--- src/rtl/cpu_pkg.sv ---
// Shared CPU front-end definitions: default widths, lane types, clog2 helper.
package cpu_pkg;

   localparam int unsigned IW_DEFAULT = 16;
   localparam int unsigned AW_DEFAULT = 16;

   typedef logic [IW_DEFAULT-1:0] inst_t;
   typedef logic [AW_DEFAULT-1:0] pc_t;

   // Ceiling log2, floored at 1 so it can always size a vector.
   function automatic int unsigned clog2(input int unsigned value);
      int unsigned result;
      result = 0;
      for (int unsigned v = value - 1; v > 0; v = v >> 1) begin
         result = result + 1;
      end
      return (result == 0) ? 1 : result;
   endfunction

endpackage

--- src/rtl/fetch_queue_lane_select.sv ---
// Maps a base pointer to LANES consecutive slot indices, wrapping modulo DEPTH.
module fetch_queue_lane_select
   import cpu_pkg::*;
#(
   parameter int unsigned LANES = 2,
   parameter int unsigned DEPTH = 8
) (
   input  logic [clog2(DEPTH)-1:0]       base,
   output logic [LANES*clog2(DEPTH)-1:0] idx
);

   localparam int unsigned PW = clog2(DEPTH);

   // DEPTH is a power of two, so PW-bit addition wraps for free.
   always_comb begin
      idx = '0;
      for (int i = 0; i < LANES; i++) begin
         idx[i*PW +: PW] = base + PW'(i);
      end
   end

endmodule

--- src/rtl/inst_fetch_queue.sv ---
// Multi-lane instruction fetch queue between fetch and decode, with flush and
// sticky protocol-error flag.
module inst_fetch_queue
   import cpu_pkg::*;
#(
   parameter int unsigned LANES = 2,
   parameter int unsigned DEPTH = 8,
   parameter int unsigned IW    = IW_DEFAULT,
   parameter int unsigned AW    = AW_DEFAULT
) (
   input  logic                       clock,
   input  logic                       reset,
   input  logic [clog2(LANES+1)-1:0]  in_count,
   input  logic [LANES*IW-1:0]        in_inst,
   input  logic [LANES*AW-1:0]        in_pc,
   output logic                       in_ready,
   output logic [LANES-1:0]           out_valid,
   output logic [LANES*IW-1:0]        out_inst,
   output logic [LANES*AW-1:0]        out_pc,
   input  logic [clog2(LANES+1)-1:0]  out_take,
   input  logic                       flush,
   output logic [clog2(DEPTH+1)-1:0]  count,
   output logic                       err
);

   localparam int unsigned CW = clog2(LANES+1);
   localparam int unsigned PW = clog2(DEPTH);
   localparam int unsigned NW = clog2(DEPTH+1);
   localparam int unsigned EW = IW + AW;

   logic [EW-1:0]       mem_q [DEPTH];
   logic [PW-1:0]       head_q, head_d;
   logic [PW-1:0]       tail_q, tail_d;
   logic [NW-1:0]       count_q, count_d;
   logic                err_q, err_d;

   logic [CW-1:0]       in_n;
   logic [CW-1:0]       push_n;
   logic [NW-1:0]       pop_n;
   logic [LANES*PW-1:0] rd_idx;
   logic [LANES*PW-1:0] wr_idx;

   fetch_queue_lane_select #(
      .LANES (LANES),
      .DEPTH (DEPTH)
   ) u_rd_select (
      .base (head_q),
      .idx  (rd_idx)
   );

   fetch_queue_lane_select #(
      .LANES (LANES),
      .DEPTH (DEPTH)
   ) u_wr_select (
      .base (tail_q),
      .idx  (wr_idx)
   );

   // Ready depends on registered occupancy only, never on same-cycle take.
   assign in_ready = (NW'(DEPTH) - count_q) >= NW'(LANES);

   // Next-state: clamp, push/pop amounts, flush priority and error detection.
   always_comb begin
      in_n   = (in_count > CW'(LANES)) ? CW'(LANES) : in_count;
      push_n = (in_ready && !flush) ? in_n : '0;
      pop_n  = '0;
      if (!flush) begin
         pop_n = (NW'(out_take) < count_q) ? NW'(out_take) : count_q;
      end
      if (flush) begin
         head_d  = '0;
         tail_d  = '0;
         count_d = '0;
      end else begin
         head_d  = head_q + PW'(pop_n);
         tail_d  = tail_q + PW'(push_n);
         count_d = count_q - pop_n + NW'(push_n);
      end
      err_d = err_q | (!flush && ((NW'(out_take) > count_q) || (in_count > CW'(LANES))));
   end

   // Pointer, occupancy and error state.
   always_ff @(posedge clock or posedge reset) begin
      if (reset) begin
         head_q  <= '0;
         tail_q  <= '0;
         count_q <= '0;
         err_q   <= 1'b0;
      end else begin
         head_q  <= head_d;
         tail_q  <= tail_d;
         count_q <= count_d;
         err_q   <= err_d;
      end
   end

   // Entry storage; contents survive reset but are masked by count.
   always_ff @(posedge clock) begin
      for (int i = 0; i < LANES; i++) begin
         if (CW'(i) < push_n) begin
            mem_q[wr_idx[i*PW +: PW]] <= {in_pc[i*AW +: AW], in_inst[i*IW +: IW]};
         end
      end
   end

   // Oldest entries to output lanes; lanes past occupancy read as zero.
   always_comb begin
      out_valid = '0;
      out_inst  = '0;
      out_pc    = '0;
      for (int i = 0; i < LANES; i++) begin
         if (count_q > NW'(i)) begin
            out_valid[i]        = 1'b1;
            out_inst[i*IW +: IW] = mem_q[rd_idx[i*PW +: PW]][IW-1:0];
            out_pc[i*AW +: AW]   = mem_q[rd_idx[i*PW +: PW]][EW-1:IW];
         end
      end
   end

   assign count = count_q;
   assign err   = err_q;

endmodule

--- config.mk ---
export PLATFORM = sky130hd
export DESIGN_NAME = inst_fetch_queue
export DESIGN_NICKNAME = d
export VERILOG_FILES = /design/src/rtl/cpu_pkg.sv /design/src/rtl/fetch_queue_lane_select.sv /design/src/rtl/inst_fetch_queue.sv
export SDC_FILE = /design/constraint.sdc
export NUM_CORES = 1
export LEC_CHECK = 0
export BUFFER_PORTS_ARGS = -buffer_cell sky130_fd_sc_hd__buf_2
export CORE_UTILIZATION = 34
export DETAILED_ROUTE_END_ITERATION = 8
export PLACE_DENSITY_LB_ADDON = 0.12
export SKIP_CTS_REPAIR_TIMING = 1
export SYNTH_ARGS = -nofsm -noshare
export SYNTH_HDL_FRONTEND = slang
export SYNTH_HIERARCHICAL = 1
export SYNTH_SLANG_ARGS = --single-unit
--- constraint.sdc ---
create_clock -name clock -period 4.9 [get_ports clock]
set_input_delay 0.98 -clock clock [delete_from_list [all_inputs] [get_ports clock]]
set_output_delay 0.98 -clock clock [all_outputs]
set_load 0.01 [all_outputs]
==> metrics <==
worst vdd ir 0.000330 V; Slew HR 28.3%; Die H 221 µm; total CTS buffers 35; Core Region 0.0469 mm²; Clock Sinks between 200 and 300; period utilisation layout 85.9%; die area 0.0488 mm²; power share of the combinational group 44.2%; DP HPWL 27300 µm; CTS clock-pin slew for the worst setup and hold paths 0.06 ns; PortBufs between 100 and 150; Crit Reg-Reg Startpoint count[1]; Cells after Synth 966; final WL between 40000 and 50000 µm; Slew @ Worst Pin approximately 1.1 ns; switching share of power 36.8%; overall power 9.78 mW; FF-to-FF End count[3]; sw power between 3 and 4 mW; Crit Path Class flip-flop to output port; area fraction of the dominant cell type after synthesis a little under half; RSZ-0062 raised after global routing false; top cells by area, synth edfxtp_1, mux4_2, mux2_2; Avg Inst Size Synth 16.9 µm²; H-tree Lvls 2; Crit Path Max Fanout 23; worst min-delay path class primary input to async pin; register share of total power 31.0%; CP startpoint head_q[0]; Nets 1192; Layout area overhead 14.9%; drt pass-1 iters 6; synthesized area 0.0163 mm²; GP Congestion 0.729; FF-to-FF path depth 13; Total GRT Usage between 15 and 20%; fmax ~0.24 GHz; Setup crit end out_inst[31]; DR vias/cell 5.41; vias 9379; ratio of cells with drive above 1 in the final layout between 50% and 60%; syn nets 1056; leakage power approximately 6.4 nW; R2R Setup Slk 1.57 ns; starting density of the core between 30% and 40%; Final Max Slew Viols 0; worst-case clock buffer depth 3; CTS tree done; total gr overflow 0; Root Driver clkbuf_16; Finished Layout Cells 1735; status finished with violations; # setup viols final 0; clock power share 24.8%; Placement Cell Area 0.0176 mm²; antenna-violating nets left 0; Yosys warnings 6; Worst-Skew Late Latency about 0.54 ns; number of global-route vias before repair 10115; cell row count 79; Seq/Total Area, Yosys 48.9%; largest net degree at the start of global routing 36; initial antenna violation count 6; Inst Count DP 1672; Die Wd approximately 220 µm; internal power 6.19 mW; wire length per cell 27.4 µm; post-synth top area cell edfxtp_1; filler instances around 4400; synth unique cells 38; Worst Skew roughly 0.021 ns; crit path capture type output port; max-capacitance violation count 0; Worst EP arrival roughly 3.2 ns; CP Launch Type flip-flop; drc violations 20; post-layout minimum cycle time 4.21 ns; setup_tns 0 ns; initial DRC count around 570; Final Cell Area 0.0187 mm²; IO Pins between 100 and 150; Synth Register Bits 267; cell area power density ~520 mW/mm²; Data required, critical path 3.92 ns; failing checks design-rule violations; first-pass GRT wire length 69600 µm; final-report hold violation count 0
synth_stat cells, drive strengths merged:
cell type	count
o21a	1
nand2	6
mux2	256
a31o	2
a41o	4
nor3	5
a2bb2oi	1
mux2i	66
nor3b	1
edfxtp	256
o21ai	2
inv	16
dfrtp	11
fa	4
a21o	3
nand4b	2
nand4	2
conb	1
and2	2
nor2	75
nand3b	1
and3b	2
ha	15
buf	54
nor2b	7
mux4	128
a21oi	10
xnor2	5
xor2	4
o21bai	1
clkbuf	23
routing by layer:
layer,global-route usage [%],up-vias,routed length [µm]
li1,-,4169,-
met1,26.0,4905,21100
met2,32.7,218,23100
met3,3.29,75,2140
met4,6.56,12,1170
met5,0,-,75
area by class of cell:
cell class / count / area (µm²) / share of cell area, %
antenna: 1 / 2.50 / 0.0134
clock buffer: 42 / 945 / 5.05
clock inverter: 20 / 130 / 0.696
inverter: 16 / 62.6 / 0.334
multi-input combinational: 606 / 7790 / 41.7
sequential: 267 / 7970 / 42.6
tap: 607 / 759 / 4.06
timing repair buffer: 176 / 1040 / 5.57
sequential cells by signal (all words and copies together) (netlist names):
| register | count |
|---|---|
| err | 1 |
| count | 4 |
| head_q | 3 |
| tail_q | 3 |
| mem_q | 256 |
how the worst min path moves through the flow:
stage / from / endpoint / slack (ns)
2_1_floorplan: err / err / 0.51
3_3_place_gp: err / err / 0.46
3_5_place_dp: err / err / 0.47
4_1_cts: reset / err / 0.44
5_1_grt: reset / err / 0.49
6_report: reset / err / 0.44
placed cells by master, fill, tap and decap left out, types with 4 or more instances in the layout:
cell type  instances
mux2_4            63
mux2_2           193
ha_1              14
dfrtp_1            8
clkinv_2           7
nor2_1            75
xnor2_1            4
clkbuf_16         37
buf_4             28
mux4_2           128
edfxtp_1         256
inv_1             15
nand2_1            6
a41o_2             4
buf_2            142
mux2i_1           66
clkinv_1           8
buf_12             6
fa_1               4
nor2b_1            7
clkbuf_1           5
a21oi_4            8
worst max-delay path: stages (launching register included):
cell	delay [ns]
dfrtp_4	0.76
ha_4	0.24
xor2_4	0.63
buf_4	0.44
mux2i_1	0.12
nor2_1	0.28
buf_2	0.20
power groups by stage:
| stage | registers, mW | clock network (mW) | logic [mW] |
|---|---|---|---|
| after floorplan | 2.99 | 0 | 2.90 |
| after global placement | 3.07 | 0 | 4.39 |
| after detailed placement | 3.08 | 0 | 4.39 |
| after CTS | 3.03 | 2.50 | 4.40 |
| after global routing | 3.07 | 2.56 | 4.64 |
| final | 3.03 | 2.43 | 4.33 |
cells by family after synthesis:
| group | Yosys count | synth area share, % |
|---|---|---|
| mux | 450 | 40.9 |
| flops | 267 | 48.9 |
| simple gates | 103 | 2.82 |
| buf+inv | 93 | 3.53 |
| compound gates | 24 | 1.56 |
| fa+ha+maj | 19 | 1.64 |
| xor+xnor | 9 | 0.599 |
| other cells | 1 | 0.0230 |
stage by stage:
step / setup slack, ns / util [%] / hold WS [ns]
after floorplan: 1.45 / - / 0.513
after global placement: 1.20 / 37.6 / 0.461
after detailed placement: 1.17 / 37.6 / 0.465
after CTS: 0.654 / 39.9 / 0.436
after global routing: 0.510 / 39.9 / 0.485
final: 0.690 / 39.9 / 0.441
Note: power is estimated with default switching activity, not from simulation.
